<file path="src/rtl/life_row_engine.sv">
// Four-row Game-of-Life row engine: loads rows into a shadow array, computes the next generation from the current array, and writes it back.
// Optional build macro POPULATION_EN adds a registered live-cell count of the current array.
module life_row_engine #(
  parameter int WIDTH     = 8,
  parameter int GEN_W     = 16,
  parameter int WRAP_COLS = 1
) (
  input  logic             clk,
  input  logic             reset,
  input  logic             write_array,
  input  logic             run,
  input  logic [1:0]       pos,
  input  logic             write_mem,
  input  logic [WIDTH-1:0] mem_rdata,
  output logic [1:0]       mem_addr,
  output logic [WIDTH-1:0] mem_wdata,
  output logic             mem_we,
  output logic             frame_valid,
  output logic [GEN_W-1:0] gen_count,
  output logic             seq_err
`ifdef POPULATION_EN
  ,
  output logic [$clog2(4*WIDTH+1)-1:0] population
`endif
);

  typedef enum logic [1:0] {
    S_LOAD  = 2'd0,
    S_RUN   = 2'd1,
    S_WRITE = 2'd2
  } state_t;

  logic [WIDTH-1:0] r_shadow [4];
  logic [WIDTH-1:0] r_cur    [4];
  logic [WIDTH-1:0] r_next   [4];
  logic             r_frameValid;
  logic [GEN_W-1:0] r_genCount;
  logic             r_seqErr;

  state_t           r_state;
  state_t           w_nextState;
  logic [1:0]       r_expPos;
  logic [1:0]       w_nextExpPos;
  logic             w_expStrobe;
  logic             w_anyStrobe;
  logic             w_multiStrobe;
  logic             w_violation;
  logic             w_advance;

  logic [1:0]       w_posUp;
  logic [1:0]       w_posDn;
  logic [WIDTH-1:0] w_rowUp;
  logic [WIDTH-1:0] w_rowMid;
  logic [WIDTH-1:0] w_rowDn;
  logic [WIDTH-1:0] w_nextRow;
  logic             w_frameEnd;

  // Rows are always toroidal, so the 2-bit row index simply wraps.
  assign w_posUp  = pos - 2'd1;
  assign w_posDn  = pos + 2'd1;
  assign w_rowUp  = r_cur[w_posUp];
  assign w_rowMid = r_cur[pos];
  assign w_rowDn  = r_cur[w_posDn];

  for (genvar c = 0; c < WIDTH; c++) begin : g_col
    localparam int L     = (c == 0) ? WIDTH - 1 : c - 1;
    localparam int R     = (c == WIDTH - 1) ? 0 : c + 1;
    localparam bit HAS_L = (c != 0) || (WRAP_COLS != 0);
    localparam bit HAS_R = (c != WIDTH - 1) || (WRAP_COLS != 0);

    logic [7:0] w_nb;
    logic [3:0] w_sum;

    // Edge columns either borrow from the opposite edge or see dead cells.
    assign w_nb = {w_rowUp[L] & HAS_L, w_rowUp[c], w_rowUp[R] & HAS_R,
                   w_rowMid[L] & HAS_L,            w_rowMid[R] & HAS_R,
                   w_rowDn[L] & HAS_L, w_rowDn[c], w_rowDn[R] & HAS_R};

    always_comb begin
      w_sum = 4'd0;
      for (int k = 0; k < 8; k++) begin
        w_sum = w_sum + {3'b000, w_nb[k]};
      end
    end

    assign w_nextRow[c] = (w_sum == 4'd3) | (w_rowMid[c] & (w_sum == 4'd2));
  end

  assign w_frameEnd = write_mem & (pos == 2'd3);

  // Array updates follow the raw strobes even after a protocol violation.
  always_ff @(posedge clk) begin
    if (reset) begin
      for (int r = 0; r < 4; r++) begin
        r_shadow[r] <= '0;
        r_cur[r]    <= '0;
        r_next[r]   <= '0;
      end
      r_frameValid <= 1'b0;
      r_genCount   <= '0;
    end else begin
      if (write_array) begin
        r_shadow[pos] <= mem_rdata;
      end
      if (run) begin
        r_next[pos] <= w_nextRow;
      end
      if (w_frameEnd) begin
        r_cur        <= r_shadow;
        r_frameValid <= 1'b1;
        if (r_frameValid) begin
          r_genCount <= r_genCount + GEN_W'(1);
        end
      end
    end
  end

  always_ff @(posedge clk) begin
    if (reset) begin
      r_state  <= S_LOAD;
      r_expPos <= 2'd0;
      r_seqErr <= 1'b0;
    end else begin
      r_state  <= w_nextState;
      r_expPos <= w_nextExpPos;
      r_seqErr <= r_seqErr | w_violation;
    end
  end

  always_comb begin
    w_nextState  = r_state;
    w_nextExpPos = r_expPos;
    if (w_advance) begin
      case (r_state)
        S_LOAD:  w_nextState = S_RUN;
        S_RUN:   w_nextState = S_WRITE;
        S_WRITE: begin
          w_nextState  = S_LOAD;
          w_nextExpPos = r_expPos + 2'd1;
        end
        default: w_nextState = S_LOAD;
      endcase
    end
  end

  // Idle cycles are legal; any single strobe must match both state and row.
  always_comb begin
    w_expStrobe = 1'b0;
    case (r_state)
      S_LOAD:  w_expStrobe = write_array;
      S_RUN:   w_expStrobe = run;
      S_WRITE: w_expStrobe = write_mem;
      default: w_expStrobe = 1'b0;
    endcase
    w_anyStrobe   = write_array | run | write_mem;
    w_multiStrobe = (write_array & run) | (write_array & write_mem) | (run & write_mem);
    w_violation   = w_anyStrobe & (w_multiStrobe | ~w_expStrobe | (pos != r_expPos));
    w_advance     = w_anyStrobe & ~w_violation;
  end

  assign mem_addr    = pos;
  assign mem_wdata   = r_next[pos];
  assign mem_we      = write_mem & r_frameValid & ~r_seqErr;
  assign frame_valid = r_frameValid;
  assign gen_count   = r_genCount;
  assign seq_err     = r_seqErr;

`ifdef POPULATION_EN
  localparam int POP_W = $clog2(4*WIDTH+1);

  logic [POP_W-1:0] w_popSum;
  logic [POP_W-1:0] r_population;

  always_comb begin
    w_popSum = '0;
    for (int r = 0; r < 4; r++) begin
      for (int c = 0; c < WIDTH; c++) begin
        w_popSum = w_popSum + POP_W'(r_cur[r][c]);
      end
    end
  end

  // Counted from the registered array, so it trails each load by one cycle.
  always_ff @(posedge clk) begin
    if (reset) begin
      r_population <= '0;
    end else begin
      r_population <= w_popSum;
    end
  end

  assign population = r_population;
`endif

endmodule

</file>
<file path="config.mk">
export PLATFORM = sky130hd
export DESIGN_NAME = life_row_engine
export DESIGN_NICKNAME = d
export VERILOG_FILES = /design/src/rtl/life_row_engine.sv
export SDC_FILE = /design/constraint.sdc
export NUM_CORES = 1
export LEC_CHECK = 0
export BUFFER_PORTS_ARGS = -buffer_cell sky130_fd_sc_hd__buf_4
export CORE_ASPECT_RATIO = 0.75
export CORE_MARGIN = 1
export CORE_UTILIZATION = 45
export DETAILED_ROUTE_END_ITERATION = 12
export GPL_TIMING_DRIVEN = 1
export PLACE_DENSITY = 0.64
export SYNTH_ARGS = -nofsm -noshare
export SYNTH_HDL_FRONTEND = slang
export SYNTH_SLANG_ARGS = --single-unit
</file>
<file path="constraint.sdc">
create_clock -name clk -period 7.58 [get_ports clk]
set_input_delay 0.379 -clock clk [delete_from_list [all_inputs] [get_ports clk]]
set_output_delay 0.379 -clock clk [all_outputs]
set_load 0.1 [all_outputs]
</file>
==> reports/results.txt, run 1 <==
outcome: finished clean
antenna diode count: 0
Tcrit/Tclk final: 0.703
critical-path cell list: buf_4 > inv_1 > ha_1 > mux4_2 > inv_1 > fa_1 > xor2_1 > ha_1 > inv_1 > fa_1 > inv_1 > ha_1 > fa_1 > and3_1 > o2111ai_1 > nor2_1
Post-Syn Area: 6620 µm²
VDD IR max: 0.202 mV
setup violators final: 0
HP Class: in -> reg
cts bufs inserted: 17
EDFF count, synth: 32
post-route ant nets: 0
Most used DFF post-synth: dfxtp_1
sequential cell area fraction in the yosys report: 0.405
measured slew at the worst slew-check pin: 1100 ps
Seq cells post-synth: 118
most frequent cells in the layout: 110 x nand2_1, 86 x dfxtp_1, 78 x a21oi_1, 51 x inv_1, 44 x buf_4
layout cells sized above 1: 0.179
largest net degree at the start of global routing: 96
Die X: 142 µm
CP Data Required Time: 7730 ps
Sink Count: 118
synth unique cells: 48
Synth Instances: 666
Final min period: 5330 ps
Largest stage delay, worst path: 850 ps
Starting Density: 0.472
htree depth: 4
# port buffers: 43
vias in the first global route: 4845
syn nets: 742
Pins Over Slew Limit: 0
die height: 107 µm
drt via density: 5.46
critical path capture point type: flop
row count: 37
Fin. Hold Viols: 0
final wirelength: 14.7 mm
CP arrival: 5480 ps
Clk pin slew, worst setup/hold paths: 60 ps
Final #Nets: 767
stages on the worst setup path: 16
RSZ-0062 raised after global routing: no
Final GP Congestion: 0.811
WP buf/inv: 5
worst relative slew slack: 0.267
clock tree buffer depth: 2
DIE AREA: 15200 µm²
Max-Cap Viols: 0
DRT Pass-1 Iters: 5
Worst Setup SP: pos[0]
Clk Latency, worst-skew pair: 420 ps
crit path max fanout: 40
global-route wire length before repair: 24.6 mm
setup TNS: 0 ps
Layout Skew: 5.09 ps
IO Pins: 44
commonest non-fill, non-tap cell in the layout: nand2_1
critical path class: in -> reg
CP top delay family: adder cells
hold-fix buffers at CTS: 0
CTS-repair resized insts: 0
Area growth syn-to-layout: 15.9%
asr flop ratio synth: 0
Root Buffer: clkbuf_16
Initial DRC Count: 268
reg2reg start: r_cur[17]
CP max stage cell: ha_1
leakage power: 3.09 nW
gr usage total: 0.211
Critical Path Start Type: primary input
post-CTS setup buffer count: 0
mean routed wirelength per cell: 16.4 µm
reg2reg end: r_next[0][1]
initial antenna violation count: 0
post-DP HPWL: 10.4 mm
total power: 0.00168 W
CTS tree: built
Critical Path Sink: r_next[2][7]
DRC violations left: 0
cell count of the worst reg-to-reg path: 9
worst reg-to-reg setup slack: 3510 ps
Cell Pwr Density: 219 nW/µm²
hold slack: 243 ps
Crit path top cell by count: inv_1
core area: 14000 µm²
Max Fclk: 188 MHz
Avg Synthesized Cell Area: 9.94 µm²
Ys Warns: 0
GRT overflow: 0
via count: 4912
-- routing by layer --
layer  global-route usage  up-vias  part of all wire
li1                     -     2365                 -
met1                0.296     2400              0.48
met2                0.325      126              0.46
met3               0.0442       21             0.052
met4               0.0684        0             0.013
met5                    0        -                 0
-- per-stage QoR --
stage,util,instances,area (µm²),setup slack (ps)
floorplan,-,666,6620,2310
global placement,0.501,867,7020,2010
detailed placement,0.501,867,7020,1860
CTS,0.547,899,7670,2260
global route,0.547,899,7670,1960
finish,0.547,899,7670,2250
-- how the worst min path moves through the flow --
stage,from,to,cells past startpoint
after detailed placement,r_shadow[24],r_cur[24],2
final,mem_rdata[0],r_shadow[0],3
after CTS,mem_rdata[0],r_shadow[0],3
after floorplan,r_shadow[0],r_cur[0],2
after global placement,r_shadow[24],r_cur[24],2
after global routing,mem_rdata[0],r_shadow[0],3
-- report_power, final --
group | switching [W] | internal (W)
Sequential | 0.00000677 | 0.000662
Combinational | 0.000102 | 0.0000405
Clock | 0.000294 | 0.000578
Total | 0.000403 | 0.00128
-- flip-flops by register name, indices dropped and copies added, names as in the netlist --
signal / flops
r_expPos: 2
frame_valid: 1
seq_err: 1
r_shadow: 32
r_state: 2
gen_count: 16
r_cur: 32
r_next: 32
-- cells by family after synthesis --
family	count (synthesis)	share of synthesized area
AO/OA/AOI/OAI	105	0.0875
XOR/XNOR	10	0.0132
adder cells (fa/ha/maj)	61	0.151
buffers and inverters	89	0.0545
flip-flops	118	0.405
multiplexers	38	0.117
AND/OR/NAND/NOR	245	0.172
-- worst reg2reg max path, delay by kind of cell (launching register included) --
family / cells / cell delay (ps)
fa+ha+maj: 5 / 2180
mux: 1 / 540
compound gates: 1 / 450
flops: 1 / 340
simple gates: 2 / 280
-- cell usage after synthesis (3+ instances only) --
library cell  instances  area, µm²
a21oi_1              78        390
and2_0                4       25.0
and3_1                5       31.3
buf_1                 4       15.0
buf_2                 6       30.0
buf_4                 3       22.5
clkbuf_1             24       90.1
dfxtp_1              86       1720
edfxtp_1             32        961
fa_1                 31        621
ha_1                 30        375
inv_1                51        191
mux2_2                4       45.0
mux2i_1               3       30.0
mux4_2               31        698
nand2_1             110        413
nand2b_1              3       18.8
nand3_1              41        205
nand3b_1              4       30.0
nand4_1               4       25.0
nor2_1               43        161
nor2b_1               5       31.3
o2111ai_1             8       70.1
o21ai_0               9       45.0
o22ai_1               4       25.0
or2_2                 4       25.0
or3_1                 5       31.3
xnor2_1               4       35.0
xor2_1                6       52.6
-- layout make-up --
type,instances,area [µm²]
Clock inverter,10,139
Inverter,51,191
Multi-Input combinational cell,459,3570
Clock buffer,22,510
Timing Repair Buffer,44,330
Fill cell,1221,6350
Tap cell,195,244
Sequential cell,118,2680
Note: power is estimated with default switching activity, not from simulation.
==> run 2: changes to the inputs <==
- clock period: 7.58 -> 5.23 ns (I/O delays scaled with it)
==> reports/results.txt, run 2 (synthesis results as in run 1) <==
cell count of the worst reg-to-reg path: 9 (unchanged)
post-DP HPWL: 10.6 mm (+1.5%)
critical path class: in -> reg
Cell Pwr Density: 317 nW/µm² (+45%)
GRT overflow: 0 (unchanged)
critical path capture point type: flop
# port buffers: 43 (unchanged)
Area growth syn-to-layout: 16.2%
IO Pins: 44 (unchanged)
HP Class: in -> reg
largest net degree at the start of global routing: 96 (unchanged)
setup TNS: 0 ps (unchanged)
antenna diode count: 0 (unchanged)
total power: 0.00244 W (+45%)
DRC violations left: 0 (unchanged)
# fillers: 1206 (-1.2%)
Internal: 0.00188 W (+47%)
Clock power frac: 0.517 (about the same)
Tcrit/Tclk final: 0.844
Final min period: 4410 ps
initial antenna violation count: 0 (unchanged)
Finished Core Util: 0.548 (+0.00134)
core area: 14000 µm² (unchanged)
Root Buffer: clkbuf_16
Worst Setup SP: pos[0]
outcome: finished clean
Clk pin slew, worst setup/hold paths: 60 ps (about the same)
CTS tree: built
DIE AREA: 15200 µm² (unchanged)
worst relative slew slack: 0.290 (+0.0225)
mean routed wirelength per cell: 16.4 µm (+0.21%)
Clk Latency, worst-skew pair: 410 ps (about the same)
layout cells sized above 1: 0.178 (-0.000759)
leakage power: 3.10 nW (+0.30%)
commonest non-fill, non-tap cell in the layout: nand2_1
final wirelength: 14.8 mm (+0.54%)
measured slew at the worst slew-check pin: 1060 ps (-33.7 ps)
Layout Skew: 7.30 ps (+2.20 ps)
Fin. Hold Viols: 0 (unchanged)
Final GP Congestion: 0.848 (+4.6%)
Max Fclk: 227 MHz
DRT Pass-1 Iters: 5 (unchanged)
Largest regs: r_cur x32, r_next x32, r_shadow x32
htree depth: 4 (unchanged)
reg2reg start: r_cur[1]
Pins Over Slew Limit: 0 (unchanged)
Starting Density: 0.472 (unchanged)
global-route wire length before repair: 24.9 mm (+1.5%)
post-route ant nets: 0 (unchanged)
hold slack: 131 ps (-112 ps)
die height: 107 µm (unchanged)
drt via density: 5.49 (+0.50%)
RSZ-0062 raised after global routing: no
via count: 4953 (+0.83%)
hold-fix buffers at CTS: 0 (unchanged)
most frequent cells in the layout: 110 x nand2_1, 86 x dfxtp_1, 78 x a21oi_1, 51 x inv_1, 47 x buf_4
cts bufs inserted: 17 (unchanged)
Max-Cap Viols: 0 (unchanged)
CP Data Required Time: 5370 ps (-2360 ps)
VDD IR max: 0.275 mV (+36%)
hold wc startpoint: mem_rdata[6]
switching share of power: 0.229 (-0.0105)
Reg power frac: 0.397 (about the same)
vias in the first global route: 4905 (+1.2%)
CTS-repair resized insts: 0 (unchanged)
crit path max fanout: 7 (-83%)
gr usage total: 0.214 (+0.00248)
Final #Nets: 770 (+0.39%)
Die X: 142 µm (unchanged)
CP arrival: 4560 ps (-920 ps)
post-CTS setup buffer count: 0 (unchanged)
row count: 37 (unchanged)
Psw: 0.000559 W (+39%)
Initial DRC Count: 363 (+35%)
setup violators final: 0 (unchanged)
clock tree buffer depth: 2 (unchanged)
Sink Count: 118 (unchanged)
Critical Path Start Type: primary input
hold path depth: 3 (unchanged)
Logic pwr share: 0.085 (about the same)
run 2: path summary, 6_finish.rpt:
check                               endpoint  slack [ps]
worst max-delay path            r_next[2][7]         820
worst min-delay path            r_shadow[22]         130
worst max register to register  r_next[0][1]        1170
worst min register to register      r_cur[7]         450
run 2: power groups by stage:
stage               Sequential (W)  Combinational, W  Clock (W)
detailed placement        0.000989          0.000209          0
finish                    0.000970          0.000208    0.00126
floorplan                 0.000993          0.000152          0
global placement          0.000987          0.000205          0
global route              0.000972          0.000225    0.00132
CTS                       0.000970          0.000210    0.00128
run 2: per-stage QoR:
step	worst slack, ps	area, µm²	std cells
2_1_floorplan	74.3	6620	666
3_3_place_gp	582	7050	870
3_5_place_dp	456	7050	870
4_1_cts	855	7690	902
5_1_grt	672	7690	902
6_report	817	7690	902
run 2: worst max-delay path, cell delays in order:
cell and delay, ps:
buf_4 80, inv_1 120, ha_1 490, buf_4 210
mux4_2 550, inv_1 100, fa_1 450, xor2_1 190
ha_1 310, inv_1 50, fa_1 500, inv_1 40
ha_1 210, fa_1 390, and3_1 170, o2111ai_1 320
nor2_1 90
run 2: per-layer routing:
layer | global-route usage | vias up | wire length [µm]
met2 | 0.338 | 118 | 6850
met1 | 0.295 | 2454 | 7160
met3 | 0.0442 | 12 | 684
li1 | - | 2369 | -
met5 | 0 | - | 0
met4 | 0.0622 | 0 | 114
run 2: cell type report:
type | instances | area, µm² | area share
tap | 195 | 244 | 0.0317
clock buffer | 24 | 503 | 0.0654
inverter | 51 | 191 | 0.0249
timing repair buffer | 47 | 353 | 0.0459
clock inverter | 8 | 143 | 0.0185
multi-input combinational | 459 | 3570 | 0.465
sequential | 118 | 2680 | 0.349
